File: config.mk
export PLATFORM = sky130hd
export DESIGN_NAME = udp_rx_parser
export DESIGN_NICKNAME = d
export VERILOG_FILES = /design/src/rtl/udp_rx_parser.sv
export SDC_FILE = /design/constraint.sdc
export NUM_CORES = 1
export LEC_CHECK = 0
export CAP_MARGIN = 20
export CORE_UTILIZATION = 50
export CTS_CLUSTER_DIAMETER = 200
export CTS_CLUSTER_SIZE = 25
export DETAILED_ROUTE_END_ITERATION = 12
export PLACE_DENSITY_LB_ADDON = 0.3
export SLEW_MARGIN = 20
export SYNTH_ARGS = -nofsm -noshare
export SYNTH_HDL_FRONTEND = slang
export SYNTH_SLANG_ARGS = --single-unit
File: constraint.sdc
create_clock -name clk -period 7.6 [get_ports clk]
set_input_delay 2.28 -clock clk [delete_from_list [all_inputs] [get_ports clk]]
set_output_delay 2.28 -clock clk [all_outputs]
set_load 0.01 [all_outputs]
File: src/rtl/udp_rx_parser.sv
// udp_rx_parser
// -------------
// Receive-side GMII parser for IPv4/UDP frames at 125 MHz. It finds the
// preamble/SFD and checks the Ethernet FCS. It filters on destination MAC,
// EtherType, IPv4 header fields and the UDP destination port. Matching
// payload bytes are streamed out as they arrive. A per-frame verdict follows
// once the frame has ended.
//
// Ports
//   clk          125 MHz GMII RX clock
//   rst          synchronous, active-high reset
//   gmii_rxd     receive data byte
//   gmii_rx_dv   receive data valid
//   gmii_rx_er   receive error
//   m_data       payload byte (1-cycle latency from the sampled input byte)
//   m_valid      payload byte strobe
//   m_sof        first payload byte of a frame (qualified by m_valid)
//   m_last       last payload byte per UDP length (qualified by m_valid)
//   frame_done   one-cycle verdict pulse for an accepted frame
//   frame_ok     verdict, valid while frame_done is high
//   ok_cnt       good-verdict frames, saturating
//   crc_err_cnt  accepted frames with FCS mismatch, saturating
//   drop_cnt     frames rejected by filter/header checks, saturating
module udp_rx_parser #(
  parameter logic [47:0] LOCAL_MAC    = 48'h02_11_22_33_44_66,
  parameter bit          ACCEPT_BCAST = 1'b1,
  parameter logic [31:0] LOCAL_IP     = 32'hC0A8_F002,
  parameter logic [31:0] BCAST_IP     = 32'hC0A8_F0FF,
  parameter logic [15:0] LOCAL_PORT   = 16'd6002
) (
  input  logic        clk,
  input  logic        rst,
  input  logic [7:0]  gmii_rxd,
  input  logic        gmii_rx_dv,
  input  logic        gmii_rx_er,
  output logic [7:0]  m_data,
  output logic        m_valid,
  output logic        m_sof,
  output logic        m_last,
  output logic        frame_done,
  output logic        frame_ok,
  output logic [15:0] ok_cnt,
  output logic [15:0] crc_err_cnt,
  output logic [15:0] drop_cnt
);

  typedef enum logic [2:0] {
    WAIT_IDLE, HUNT, ETH, IP, UDP, PAY, TAIL, DROP
  } state_t;

  state_t      state_reg;
  logic [4:0]  idx_reg;       // byte index inside the current header section
  logic [39:0] shift_reg;     // previously received bytes, newest in [7:0]
  logic [31:0] crc_reg;
  logic        pre_seen_reg;  // at least one 0x55 seen in HUNT
  logic        er_seen_reg;
  logic        first_reg;     // next payload byte is the first one
  logic [15:0] sum_reg;       // running one's-complement IP header sum
  logic [15:0] ip_len_reg;
  logic [15:0] pay_cnt_reg;   // payload bytes still to emit

  logic [47:0] word48;
  logic [31:0] word32;
  logic [15:0] word16;
  logic [31:0] crc_next;
  logic [16:0] sum_raw;
  logic [15:0] sum_next;
  logic        crc_good;
  logic        mac_ok;
  logic        eth_fail;
  logic        ip_fail;
  logic        udp_fail;

  function automatic logic [31:0] crc_byte(input logic [31:0] c, input logic [7:0] d);
    logic [31:0] r;
    r = c ^ {24'h0, d};
    for (int i = 0; i < 8; i++) begin
      r = r[0] ? ((r >> 1) ^ 32'hEDB8_8320) : (r >> 1);
    end
    return r;
  endfunction

  function automatic logic [15:0] sat_inc(input logic [15:0] v);
    return (v == 16'hFFFF) ? v : v + 16'd1;
  endfunction

  // Multi-byte fields are checked on their last byte. The current byte is
  // combined with the bytes already held in the shift register.
  always_comb begin
    word48   = {shift_reg, gmii_rxd};
    word32   = word48[31:0];
    word16   = word48[15:0];
    crc_next = crc_byte(crc_reg, gmii_rxd);
    crc_good = (crc_reg == 32'hDEBB_20E3);

    // End-around carry. A single fold cannot overflow again.
    sum_raw  = {1'b0, sum_reg} + {1'b0, word16};
    sum_next = sum_raw[15:0] + {15'h0, sum_raw[16]};

    mac_ok   = (word48 == LOCAL_MAC) || (ACCEPT_BCAST && (word48 == 48'hFFFF_FFFF_FFFF));

    eth_fail = ((idx_reg == 5'd5) && !mac_ok) ||
               ((idx_reg == 5'd13) && (word16 != 16'h0800));

    ip_fail  = ((idx_reg == 5'd0) && (gmii_rxd != 8'h45)) ||
               ((idx_reg == 5'd7) && ((word16 & 16'h3FFF) != 16'h0000)) ||
               ((idx_reg == 5'd9) && (gmii_rxd != 8'd17)) ||
               ((idx_reg == 5'd19) &&
                (((word32 != LOCAL_IP) && (word32 != BCAST_IP)) || (sum_next != 16'hFFFF)));

    udp_fail = ((idx_reg == 5'd3) && (word16 != LOCAL_PORT)) ||
               ((idx_reg == 5'd5) &&
                ((word16 < 16'd8) || (({1'b0, word16} + 17'd20) != {1'b0, ip_len_reg})));
  end

  always_ff @(posedge clk) begin
    if (rst) begin
      state_reg    <= WAIT_IDLE;
      idx_reg      <= '0;
      shift_reg    <= '0;
      crc_reg      <= '0;
      pre_seen_reg <= 1'b0;
      er_seen_reg  <= 1'b0;
      first_reg    <= 1'b0;
      sum_reg      <= '0;
      ip_len_reg   <= '0;
      pay_cnt_reg  <= '0;
      m_data       <= '0;
      m_valid      <= 1'b0;
      m_sof        <= 1'b0;
      m_last       <= 1'b0;
      frame_done   <= 1'b0;
      frame_ok     <= 1'b0;
      ok_cnt       <= '0;
      crc_err_cnt  <= '0;
      drop_cnt     <= '0;
    end else begin
      m_valid    <= 1'b0;
      m_sof      <= 1'b0;
      m_last     <= 1'b0;
      frame_done <= 1'b0;
      frame_ok   <= 1'b0;

      if (gmii_rx_dv) begin
        shift_reg <= word48[39:0];
      end

      // The CRC covers every byte after the SFD, including the FCS.
      if (gmii_rx_dv && (state_reg inside {ETH, IP, UDP, PAY, TAIL})) begin
        crc_reg     <= crc_next;
        er_seen_reg <= er_seen_reg | gmii_rx_er;
      end

      case (state_reg)
        WAIT_IDLE: begin
          if (!gmii_rx_dv) state_reg <= HUNT;
        end

        HUNT: begin
          if (!gmii_rx_dv) begin
            pre_seen_reg <= 1'b0;
          end else if (gmii_rxd == 8'h55) begin
            pre_seen_reg <= 1'b1;
          end else if ((gmii_rxd == 8'hD5) && pre_seen_reg) begin
            state_reg    <= ETH;
            crc_reg      <= 32'hFFFF_FFFF;
            idx_reg      <= '0;
            er_seen_reg  <= 1'b0;
            pre_seen_reg <= 1'b0;
          end else begin
            // Not a preamble we can lock onto; not counted as a drop.
            state_reg    <= DROP;
            pre_seen_reg <= 1'b0;
          end
        end

        ETH: begin
          if (!gmii_rx_dv) begin
            drop_cnt  <= sat_inc(drop_cnt);
            state_reg <= HUNT;
          end else if (eth_fail) begin
            drop_cnt  <= sat_inc(drop_cnt);
            state_reg <= DROP;
          end else if (idx_reg == 5'd13) begin
            state_reg <= IP;
            idx_reg   <= '0;
            sum_reg   <= '0;
          end else begin
            idx_reg <= idx_reg + 5'd1;
          end
        end

        IP: begin
          if (!gmii_rx_dv) begin
            drop_cnt  <= sat_inc(drop_cnt);
            state_reg <= HUNT;
          end else if (ip_fail) begin
            drop_cnt  <= sat_inc(drop_cnt);
            state_reg <= DROP;
          end else begin
            if (idx_reg[0]) sum_reg <= sum_next;
            if (idx_reg == 5'd3) ip_len_reg <= word16;
            if (idx_reg == 5'd19) begin
              state_reg <= UDP;
              idx_reg   <= '0;
            end else begin
              idx_reg <= idx_reg + 5'd1;
            end
          end
        end

        UDP: begin
          if (!gmii_rx_dv) begin
            drop_cnt  <= sat_inc(drop_cnt);
            state_reg <= HUNT;
          end else if (udp_fail) begin
            drop_cnt  <= sat_inc(drop_cnt);
            state_reg <= DROP;
          end else begin
            if (idx_reg == 5'd5) pay_cnt_reg <= word16 - 16'd8;
            if (idx_reg == 5'd7) begin
              state_reg <= (pay_cnt_reg == 16'd0) ? TAIL : PAY;
              first_reg <= 1'b1;
              idx_reg   <= '0;
            end else begin
              idx_reg <= idx_reg + 5'd1;
            end
          end
        end

        PAY, TAIL: begin
          if (!gmii_rx_dv) begin
            // Verdict: only a frame that streamed its whole payload can be good.
            frame_done <= 1'b1;
            frame_ok   <= crc_good && !er_seen_reg && (state_reg == TAIL);
            if (crc_good && !er_seen_reg && (state_reg == TAIL)) ok_cnt <= sat_inc(ok_cnt);
            if (!crc_good) crc_err_cnt <= sat_inc(crc_err_cnt);
            state_reg <= HUNT;
          end else if (state_reg == PAY) begin
            m_valid     <= 1'b1;
            m_data      <= gmii_rxd;
            m_sof       <= first_reg;
            m_last      <= (pay_cnt_reg == 16'd1);
            first_reg   <= 1'b0;
            pay_cnt_reg <= pay_cnt_reg - 16'd1;
            if (pay_cnt_reg == 16'd1) state_reg <= TAIL;
          end
        end

        DROP: begin
          if (!gmii_rx_dv) state_reg <= HUNT;
        end

        default: state_reg <= WAIT_IDLE;
      endcase
    end
  end

endmodule

# ---- After elaboration in Yosys (flattened, before gate mapping)
# Index checks and enable logic that the tools add are counted.
dict set report totals {
  ff_bits 192
  out_inout_bits 61
  inputBits 12
  wordCells 228
}
dict set report op_classes {
  magnitude_cmp 1
  reduce_logical 48
  n_mux 80
  addsub 9
  n_eq_ne 54
  bitwise 17
}
# cell count
set ops {}
lappend ops {{32-bit two-way mux} 13}
lappend ops {{16-bit two-way mux} 18}
lappend ops {{13-bit NOT with 14-bit output} 8}
lappend ops {{32-bit != test, second input constant} 2}
lappend ops {{16-bit case mux with 2 select lines} 2}
lappend ops {{5-bit two-way mux} 12}
lappend ops {{16-bit by 1-bit adder with 16-bit output, second input constant} 3}
lappend ops {{16-bit equality test, second input constant} 3}
lappend ops {{48-bit by 42-bit equality test with 1-bit output, second input constant} 1}
lappend ops {{48-bit equality test, second input constant} 1}
lappend ops {{3-bit two-way mux} 16}
lappend ops {{16-bit case mux with 3 select lines} 1}
lappend ops {{32-bit equality test, second input constant} 1}
lappend ops {{32-bit by 8-bit bitwise XOR with 32-bit output} 1}
lappend ops {{2-bit != test, second input constant} 13}
lappend ops {{5-bit case mux with 4 select lines} 1}
lappend ops {{3-bit case mux with 6 select lines} 1}
lappend ops {{16-bit by 16-bit adder with 17-bit output} 1}
lappend ops {{16-bit by 5-bit adder with 17-bit output, second input constant} 1}
lappend ops {{17-bit by 16-bit != test with 1-bit output} 1}
lappend ops {{16-bit by 1-bit adder with 16-bit output} 1}
lappend ops {{16-bit by 1-bit equality test with 1-bit output, second input constant} 1}
lappend ops {{16-bit logical NOT} 1}
lappend ops {{16-bit by 4-bit < comparator with 1-bit output, second input constant} 1}
lappend ops {{other kinds (44)} 105}

# ---- Logic depth before layout (Yosys ltp)
dict set report logic_depth {
  word_depth 22
  mapped_depth 22
}

# ---- Least setup slack after synthesis
# OpenSTA, ideal clock, no wires.
dict set report synth_timing {
  kind {input port to flip-flop}
  start {in gmii_rxd[1]}
  end {reg sum_reg[10]}
  t_arrival_ns 6.879
  t_required_ns 7.470
  setup_ns 0.130
  path_slack_ns 0.590
  n_path_buf 2
  path_stages 21
  path_cell_list {buf_2 inv_1 fa_1 and2b_1 o2111ai_1 and3_1 o41ai_1 a21oi_1 o21bai_1 ha_1 ha_1 nand2_1 nor3b_1 xnor2_1 or4_1 or3_1 a2111oi_2 a21bo_2 a21oi_4 buf_4 o32ai_1}
}
dict set report synth_via {
  elab_chain_cells 8
  elab_cells_between_ends 32
  classes_between {2 x add/sub; 10 x eq/ne; 4 x mux; 16 x reduce/logical}
}
# item line
set synth_rtl {}
lappend synth_rtl {{start: declaration} 33} ;# input logic [7:0] gmii_rxd,
lappend synth_rtl {{16-bit by 16-bit adder with 17-bit output} 97} ;# sum_raw = {1'b0, sum_reg} + {1'b0, word16};
lappend synth_rtl {{16-bit by 1-bit adder with 16-bit output} 98} ;# sum_next = sum_raw[15:0] + {15'h0, sum_raw[16]};
lappend synth_rtl {{16-bit != test} 109} ;# (((word32 != LOCAL_IP) && (word32 != BCAST_IP)) || (sum_next != 16'hFFFF)));
lappend synth_rtl {{1-bit logical OR} 109}
lappend synth_rtl {{1-bit logical AND} 108} ;# ((idx_reg == 5'd19) &&
lappend synth_rtl {{1-bit logical OR} 107} ;# ((idx_reg == 5'd9) && (gmii_rxd != 8'd17)) ||
lappend synth_rtl {{2-bit != test (no line)} -}
lappend synth_rtl {{7-bit AND reduction (no line)} -}
lappend synth_rtl {{end signal: assignment} 201} ;# if (idx_reg[0]) sum_reg <= sum_next;
lappend synth_rtl {{end: declaration} 58} ;# logic [15:0] sum_reg;
# Parallel ways exist; a longest one is shown, timed or not. The select of a mux whose other input is x is not followed.
# A chain may end at the register's enable or synchronous reset.

# ---- Worst setup path after layout
dict set report layout_timing {
  start {in gmii_rxd[0]}
  end {reg idx_reg[3]}
}
dict set report layout_via {
  elab_chain_cells 8
  elab_cells_between_ends 42
  classes_between {3 x add/sub; 1 x order compare; 17 x eq/ne; 21 x reduce/logical}
}
# item line
set layout_rtl {}
lappend layout_rtl {{16-bit by 16-bit adder with 17-bit output} 97}
lappend layout_rtl {{16-bit by 1-bit adder with 16-bit output} 98}
lappend layout_rtl {{16-bit != test} 109}
lappend layout_rtl {{1-bit logical OR} 109}
lappend layout_rtl {{1-bit logical AND} 108}
lappend layout_rtl {{1-bit logical OR} 107}
lappend layout_rtl {{2-bit != test (no line)} -}
lappend layout_rtl {{10-bit AND reduction (no line) (*)} -}
lappend layout_rtl {{end signal: assignment} 189} ;# idx_reg <= idx_reg + 5'd1;
lappend layout_rtl {{end signal: assignment} 207} ;# idx_reg <= idx_reg + 5'd1;
lappend layout_rtl {{end signal: assignment} 226} ;# idx_reg <= idx_reg + 5'd1;
lappend layout_rtl {{end: declaration} 52} ;# logic [4:0] idx_reg;
# Every way passes the cells marked *; elsewhere a longest branch is shown, timed or not.

==> summary.txt <==
Drt
  • Avg WL per Cell: 17.5 um
  • Met1 wire length: 13900 um
  • Wire length on met2: 14300 um
  • DR top layer: met4
  • DRT Wirelength: 31100 um
  • DRT iter0 DRCs: 911
  • WL met3: 1830 um
  • DR vias: 10630
  • First-pass DRT Iterations: 6
  • Vias per Instance: 5.98
  • Post-DRT Antenna Nets: 0
  • Residual DRC: 0

Synthesis
  • Warnings from Yosys: 0
  • Post-Syn Area: 0.0116 mm^2
  • Top cells by count, synth: dfxtp_1, nor2_1, nand2_1
  • Gate Count Post-Synth: 1446
  • Share of the synthesized area in the top cell type: 33.0%
  • Post-synth cell types: 84
  • Sequential element share of the synthesized area: 33.0%
  • Syn_area_per_cell: 8.05 um^2
  • Synth top area cells: dfxtp_1, xnor2_1, nor2_1
  • Yosys reg bits: 192
  • Cell accounting for the most synthesized area: dfxtp_1
  • Most frequent cell after synthesis: dfxtp_1
  • Asr flop ratio synth: 0%
  • Primary FF master, synth: dfxtp_1
  • EDFF count, synth: 0
  • Synth Net Count: 1490

Placed design
  • IO Port Bufs: 72
  • Worst slack at placement: -0.204 ns
  • Post-DP HPWL: 21800 um
  • GP Congestion: 0.976
  • Placed instance count: 1747

Setup path
  • Crit path required time: 7.95 ns
  • Startpoint types: input port
  • CP Capture Type: flip-flop
  • CP peak stage delay: 0.55 ns
  • Most frequent CP cell: ha_1
  • Cells along the critical path: clkdlybuf4s50_1 -> ha_1 -> inv_1 -> fa_1 -> and2b_1 -> o2111ai_1 -> and3_1 -> o41ai_4 -> a21oi_1 -> o21bai_1 -> ha_1 -> ha_1 -> nor4b_1 -> nand4_1 -> nor3_1 -> nand2_1 -> or4_1 -> or3_1 -> a2111oi_2 -> a21bo_2 -> a21o_1 -> o32ai_1
  • FF-to-FF setup slack: 2.02 ns
  • Crit path arrival time: 7.56 ns
  • CP max-delay cell: clkdlybuf4s50_1
  • WS Path Type: input port to flip-flop
  • CP max FO: 5

Timing
  • Worst slew pin tran: 1.05 ns
  • Final hold violations: 0
  • Clock skew: 0.0237 ns
  • Rel. slew slack: 30.3%
  • Final Slew Violations: 0
  • RSZ-0062 raised after global routing: no
  • Setup violations, final: 0
  • Period minus WS final: 7.21 ns
  • Worst Hold Margin: 0.457 ns
  • Fin crit share: 94.9%
  • Setup ws final: 0.387 ns
  • Fmax: 139 MHz

CTS
  • Setup bufs post-CTS: 0
  • # resized after CTS: 0
  • Total CTS buffers: 17
  • Clock transition at path regs: 0.08 ns
  • CTS tree: built
  • # H-tree levels: 4
  • CTS root buffer: clkbuf_16
  • Hold_buf cts: 0
  • CTS max path bufs: 2
  • Clk_lat worst skew: 0.45 ns
  • Clk sinks: 192

Pwr
  • Leak Pwr: 4.90 nW
  • Cell Pwr Density: 257 mW/mm^2
  • Design Power: 3.41 mW
  • Peak VDD IR: 180 uV

Layout
  • Fin cells: 1779
  • Ant diodes: 0
  • Fillers: 2056
  • Max reg flops: 40
  • Layout cell share with drive strength beyond 1: 7.76%
  • Nets: 1525
  • Area delta synth->final: 14.1%

Floorplanning
  • Die Span Y: 155 um
  • Cell Rows: 55
  • Core region area: 0.0227 mm^2
  • Die W: 155 um
  • Die area: 0.0239 mm^2
  • Initial core utilization: 51.3%
  • Io pins: 73

Run
  • # Max-Cap Violations: 0

Global route
  • Initial antenna violation count: 0
  • Vias in the first global route: 9729
  • Total Routing Usage GR: 26.6%
  • Largest net degree at the start of global routing: 99
  • First-pass GRT wire length: 51100 um
  • Total gr overflow: 0

Hold path
  • HP Class: flip-flop to flip-flop

Status
  • Outcome: finished, final reports clean
## metal layers
metal,vias to the layer above,GRT usage [%]
li1,5195,-
met1,5014,35.7
met4,0,10.4
met5,-,0
met3,66,3.89
met2,355,43.1
## layout by cell type, fill, tap and decap left out, drive strengths merged, types with 17 or more instances in the layout
cell	instances
o21ai	91
clkbuf	17
nor2b	21
and3	21
nand4	33
dfxtp	192
nand2	131
a21oi	104
o32ai	19
xnor2	98
xor2	57
ha	31
nand3	57
nor4	17
mux2i	55
buf	35
or3	23
inv	59
nor2	152
nor3	39
clkdlybuf4s50	70
## through the flow
stage               TNS (ns)  cell area (um^2)  util, %
finish                     0             13300     58.5
global route               0             13300     58.5
CTS                        0             13300     58.4
detailed placement     -2.63             12600     55.6
global placement           0             12600     55.6
floorplan                  0             11600        -
## cell families after synthesis
kind of cell / Yosys count / synth area share [%]
buf+inv: 139 / 4.90
compound gates: 312 / 17.9
fa+ha+maj: 32 / 3.50
xor+xnor: 155 / 11.7
mux: 59 / 5.12
flops: 192 / 33.0
simple gates: 557 / 23.8
## path summary, 6_finish.rpt
check             cells after the start          to    startpoint
setup / recovery                     22  idx_reg[3]   gmii_rxd[0]
hold / removal                        2   m_data[4]     m_data[4]
setup reg to reg                     19  idx_reg[3]  shift_reg[2]
hold reg to reg                       2   m_data[4]     m_data[4]
## worst max-delay path: cells and delay by family
family          cells  cell delay [ns]
compound gates      8             1.89
simple gates        8             1.87
fa+ha+maj           4             0.93
buf+inv             2             0.60
## area by class of cell
cell class | instances | area, um^2 | share of cell area (%)
clock buffers | 17 | 425 | 3.20
multi-input cells | 1115 | 7260 | 54.7
flip-flops and latches | 192 | 3840 | 28.9
clock inverters | 15 | 215 | 1.62
repair buffers | 105 | 990 | 7.45
inverters | 50 | 188 | 1.41
well taps | 285 | 357 | 2.69
## power breakdown
part / total (mW) / internal (mW) / switching (mW)
combinational: 1.23 / 0.519 / 0.707
sequential: 1.22 / 1.10 / 0.128
clock: 0.956 / 0.463 / 0.493
(Power assumes the default switching activity.)
